--- src/rtl/ram64_pkg.sv ---
// rtl/ram64_pkg.sv - shared widths and helpers for the ram64 memory slice
package ram64_pkg;
  localparam int WORD_W      = 16;
  localparam int ADDR_W      = 6;
  localparam int BANK_ADDR_W = 3;
  localparam int BANKS       = 8;
  localparam int BANK_WORDS  = 1 << BANK_ADDR_W;

  typedef logic [WORD_W-1:0]             word_t;
  typedef logic [ADDR_W-1:0]             addr_t;
  typedef logic [ADDR_W-BANK_ADDR_W-1:0] bank_sel_t;
  typedef logic [BANK_ADDR_W-1:0]        bank_addr_t;

  // Upper address bits pick the bank, lower bits the word inside it.
  function automatic bank_sel_t bank_of(addr_t a);
    return a[ADDR_W-1:BANK_ADDR_W];
  endfunction

  function automatic bank_addr_t word_of(addr_t a);
    return a[BANK_ADDR_W-1:0];
  endfunction
endpackage

--- src/rtl/ram64_ram8.sv ---
// rtl/ram64_ram8.sv - 8-word bank with combinational read and clocked write
module ram8
  import ram64_pkg::*;
(
  input  logic       clk,
  input  logic       reset,
  input  word_t      in,
  input  logic       load,
  input  bank_addr_t address,
  output word_t      out
);

  word_t mem [BANK_WORDS];

  // Reset wins over load, so a reset cycle never commits a write.
  always_ff @(posedge clk) begin
    if (reset) begin
      for (int i = 0; i < BANK_WORDS; i++) begin
        mem[i] <= '0;
      end
    end else if (load) begin
      mem[address] <= in;
    end
  end

  assign out = mem[address];

endmodule

--- src/rtl/ram64.sv ---
// rtl/ram64.sv - 64-word memory built from eight ram8 banks
module ram64
  import ram64_pkg::*;
(
  input  logic  clk,
  input  logic  reset,
  input  word_t in,
  input  logic  load,
  input  addr_t address,
  output word_t out
);

  bank_sel_t        sel;
  bank_addr_t       word_addr;
  logic [BANKS-1:0] bank_load;
  word_t            bank_out [BANKS];

  assign sel       = bank_of(address);
  assign word_addr = word_of(address);

  always_comb begin
    bank_load      = '0;
    bank_load[sel] = load;
  end

  for (genvar b = 0; b < BANKS; b++) begin : g_bank
    ram8 u_bank (
      .clk     (clk),
      .reset   (reset),
      .in      (in),
      .load    (bank_load[b]),
      .address (word_addr),
      .out     (bank_out[b])
    );
  end

  assign out = bank_out[sel];

endmodule

--- config.mk ---
export PLATFORM = sky130hd
export DESIGN_NAME = ram64
export DESIGN_NICKNAME = d
export VERILOG_FILES = /design/src/rtl/ram64_pkg.sv /design/src/rtl/ram64_ram8.sv /design/src/rtl/ram64.sv
export SDC_FILE = /design/constraint.sdc
export NUM_CORES = 1
export LEC_CHECK = 0
export CAP_MARGIN = 20
export CORE_MARGIN = 3
export CORE_UTILIZATION = 25
export CTS_CLUSTER_SIZE = 20
export DETAILED_ROUTE_END_ITERATION = 16
export SLEW_MARGIN = 20
export SYNTH_ARGS = -nofsm -noshare
export SYNTH_HDL_FRONTEND = slang
export SYNTH_SLANG_ARGS = --single-unit
--- constraint.sdc ---
create_clock -name clk -period 2 [get_ports clk]
set_input_delay 0.2 -clock clk [delete_from_list [all_inputs] [get_ports clk]]
set_output_delay 0.2 -clock clk [all_outputs]
set_load 0.05 [all_outputs]
# After elaboration in Yosys (flattened, before gate mapping)
# Memory sizes are Yosys's and may differ from the RTL's.
# Cells that the tools add are included.
# word_totals
reg_bits	0
ramBits	1024
input_bits	25
out_inout_bits	16
mem_count	8
# memory_table
memory	depth	word_bits	read_ports	rd_clocked_by_memory_dff	write_ports	line_no	text
g_bank[0].u_bank.mem	8	16	1	0	8	ram64_ram8.sv:13	word_t mem [BANK_WORDS];
g_bank[1].u_bank.mem	8	16	1	0	8	ram64_ram8.sv:13	
g_bank[2].u_bank.mem	8	16	1	0	8	ram64_ram8.sv:13	
g_bank[3].u_bank.mem	8	16	1	0	8	ram64_ram8.sv:13	
g_bank[4].u_bank.mem	8	16	1	0	8	ram64_ram8.sv:13	
g_bank[5].u_bank.mem	8	16	1	0	8	ram64_ram8.sv:13	
2 more memories	-	-	-	-	-	-	
# op_classes
order_cmp	3
muxes	55
bitwise	2
n_reduce_logical	9
# op_table
operator	count
$mux 16	10
$reduce_or 16->1	8
$bmux 16 s3	1
$mux 1	35
$mux 3	8
$and 8x8->8	1
$ge 4x4->1 const B	1
$lt 3x4->1 const B	1
$not 3->4	1
$demux 1 s3	1
$ge 3x1->1 const B	1
$logic_and 1x1->1	1

# Longest topological paths before layout
# depth
depth_word	10
depth_mapped	11
mapped_depth_nobuf	6

# Modules after synthesis
# From an unflattened synthesis, not the netlist that was laid out.
# hier_totals
cells_unflattened	3063
area_unflattened_um2	47748.3
# by_module_without_submodules
mod	instances	cells_per_inst	area_each_um2	seq_area_each_um2
ram8	8	374	5834.3	3843.7
ram64	1	71	1073.5	0.0

# Least setup slack after synthesis
# No wires, ideal clock.
# synth_timing
path_kind	input to output
start	input port address[1]
end	output port out[11]
t_arrival_ps	2147
t_required_ps	1800
setup_slack_ps	-347
path_stages	8
path_cell_list	buf_6 > buf_8 > and3_1 > buf_2 > buf_1 > a21oi_1 > a32o_1 > o211ai_1
# synth_between
elab_chain_cells	4
# synth_lines
item	line_no	text
start, declared	ram64.sv:9	input addr_t address,
$mem_v2 8x16	-	
$bmux 16 s3 (*)	ram64.sv:37	assign out = bank_out[sel];
$mux 16 (implied by the code) (*) (2 in series)	ram64.sv:37	
end, declared	ram64.sv:10	output word_t out
# Mark *: on every way between the ends. The rest lies on a longest branch, timed or not. The select of a mux whose other input is x is not followed.

# Worst setup path in the final report
# layout_timing
start	memory g_bank[6].u_bank.mem[6][5] in the netlist's numbering
end	output port out[5]
# layout_between
elab_chain_cells	4
# layout_lines
item	line_no
start, declared	ram64_ram8.sv:13
$mem_v2 8x16	-
$bmux 16 s3	ram64.sv:37
$mux 16 (implied by the code) (2 in series)	ram64.sv:37
# No other way between the ends. The select of a mux whose other input is x is not followed.

==> impl_results.md <==
- Share of layout cells above drive strength 1: 26.8%
- Routability cong.: 0.894
- Ys Warns: 0
- GRT Residual Overflow: 0
- Post-synth cell types: 64
- Failing checks: setup timing
- Final Core Density: 31.9%
- Final WS setup: -1.23 ns
- Most frequent cells in the layout: and2_1 (1,026), edfxtp_1 (1,024), buf_4 (396)
- Cell Rows: 159
- Top cell type's share of synthesized area: 64.9%
- Hold path startpoint: in[0]
- Gr usage total: 17.1%
- WL final: 170,000 um
- VDD IR max: 0.780 mV
- FMAX: 310 MHz
- Worst-Margin Slew: 0.983 ns
- Syn Std Cell Area: 47,400 um^2
- Synth Area per Inst: 13.4 um^2
- Regs by FF count: g_bank.u_bank.mem: 1024 flops
- Setup Crit Path Kind: reg2out
- Total Power: 51,300 uW
- Clock Tree Root: clkbuf_16
- Starting Density: 25.2%
- Largest Register: g_bank.u_bank.mem
- Die span in y: 441 um
- CP Max Fanout: 1
- Drt first pass iters: 5
- Vias per cell: 4.99
- Vias in the first global route: 31.8k
- Crit end category: output pin
- Commonest non-fill, non-tap cell in the layout: and2_1
- TNS Setup: -14.71 ns
- Post-layout nets: 3,939
- Slew Limit Fails: 0
- WP data required: 1.80 ns
- Clk sinks: 1,024
- Post-synthesis sequential area ratio: 64.9%
- Syn Inst Count: 3,538
- Setup bufs post-CTS: 0
- Area growth, synth to finish: 26.6%
- Routed vias: 32.4k
- Reg clk slew, reported paths: 0.06 ns
- Clock Tree Buf Depth: 3
- Maxcap violations: 0
- P_leak: 0.0214 uW
- Initial antenna violation count: 8
- Num CTS Buffers: 111
- First-pass GRT wire length: 241,000 um
- Final min period: 3.23 ns
- Largest register FFs: 1,024
- Worst Setup Start Kind: flop
- Slew HR: 34.5%
- DRT iter0 DRCs: 4,702
- Unrepaired setup endpoints after global routing: yes
- Synth area leader: edfxtp_1
- Synth async-reset ratio: 0%
- Final setup viols: 16
- Final hold vios: 0
- DRC errors left: 0
- ANT nets after route: 0
- Routed len/inst: 26.1 um
- Chip width: 441 um
- Hold crit path type: in2reg
- Final period utilization: 161%
- Status: finished, violations left
- Hold Path End: g_bank[5].u_bank.mem[0][0]
- Post-synth EDFFs: 1,024
- Detailed-placement wirelength estimate: 112,000 um
- Core box area: 188,000 um^2
- Syn_nets: 3,563
- CP arrival: 3.03 ns
- # IOs: 41
- Primary FF master, synth: edfxtp_1
- Synth top area cells: edfxtp_1 (65%), and2_1 (14%), mux2i_1 (2.3%)
- Hold depth: 2
- Pwr/cell area: 855 nW/um^2
- H-tree Lvls: 3
- Seq cells post-synth: 1,024
- Largest net degree at the start of global routing: 65
- Die area: 195,000 um^2
- I/O Buffers: 40
- TritonCTS clock tree: done
- DP Worst Slack: -1.17 ns
==> layout make-up <==
| cell class | instances | area [um^2] |
|---|---|---|
| Antenna cell | 4 | 10.0 |
| Tap cell | 2495 | 3120 |
| Sequential cell | 1024 | 30700 |
| Inverter | 4 | 17.5 |
| Timing Repair Buffer | 598 | 6610 |
| Clock inverter | 69 | 581 |
| Fill cell | 18400 | 128000 |
| Multi-Input combinational cell | 2175 | 15900 |
| Clock buffer | 133 | 2950 |
==> metal layers <==
| metal | routed length (um) | track usage [%] | part of all wire, % | up-vias |
|---|---|---|---|---|
| li1 | - | - | - | 13700 |
| met5 | 0 | 0 | 0 | - |
| met4 | 8370 | 7.60 | 4.9 | 0 |
| met3 | 15200 | 2.78 | 8.9 | 380 |
| met2 | 79200 | 27.5 | 47 | 1871 |
| met1 | 67300 | 22.7 | 40 | 16500 |
==> cell usage after synthesis (all sizes together), types with 34 or more instances <==
cell    instances
a221oi        112
nor2          160
mux2          100
and2         1028
a22oi          74
or2            64
nand2          70
a21oi         125
edfxtp       1024
buf           130
mux4           34
mux2i         110
o21ai          66
clkbuf        205
==> critical path, stage by stage, from the launching register on <==
cell and delay (ns):
edfxtp_1 0.37, mux2_2 0.29, a221o_1 0.29, o21ai_0 0.23, a211o_1 0.34, nand4_1 0.39
buf_12 0.27, buf_12 0.14
==> kinds of logic after synthesis <==
| family | share of synthesized area [%] |
|---|---|
| AOI/OAI and AO/OA | 8.29 |
| buffers and inverters | 3.30 |
| muxes | 6.35 |
| DFF | 64.9 |
| and+or+nand+nor | 17.1 |
==> how the worst max path moves through the flow <==
stage,from,to,cells past startpoint
2_1_floorplan,address[1],out[11],10
3_3_place_gp,address[1],out[5],10
3_5_place_dp,address[2],out[5],12
4_1_cts,g_bank[7].u_bank.mem[0][5],out[5],8
5_1_grt,g_bank[7].u_bank.mem[3][5],out[5],8
6_report,g_bank[6].u_bank.mem[6][5],out[5],7
==> stage by stage <==
step	hold WS [ns]	instance area (um^2)	cells
2_1_floorplan	0.659	47600	3538
3_3_place_gp	0.575	55700	6298
3_5_place_dp	0.574	55700	6298
4_1_cts	0.00542	59800	6498
5_1_grt	0.0219	59900	6500
6_report	0.0391	60000	6502
==> report_power, final <==
group          total (uW)  internal, uW  switching [uW]
Clock               20300         11700            8620
Combinational        5930          2320            3610
Sequential          25000         24700             351
==> what timing repair did <==
action / 4_1_cts / 5_1_grt
gates cloned: 0 / 0
hold endpoints to repair: 12 / 0
setup endpoints to repair: 16 / 16
resized for setup: 127 / 30
hold buffers: 2 / 0
pin swaps: 50 / 25
Note: power is estimated with default switching activity, not from simulation.
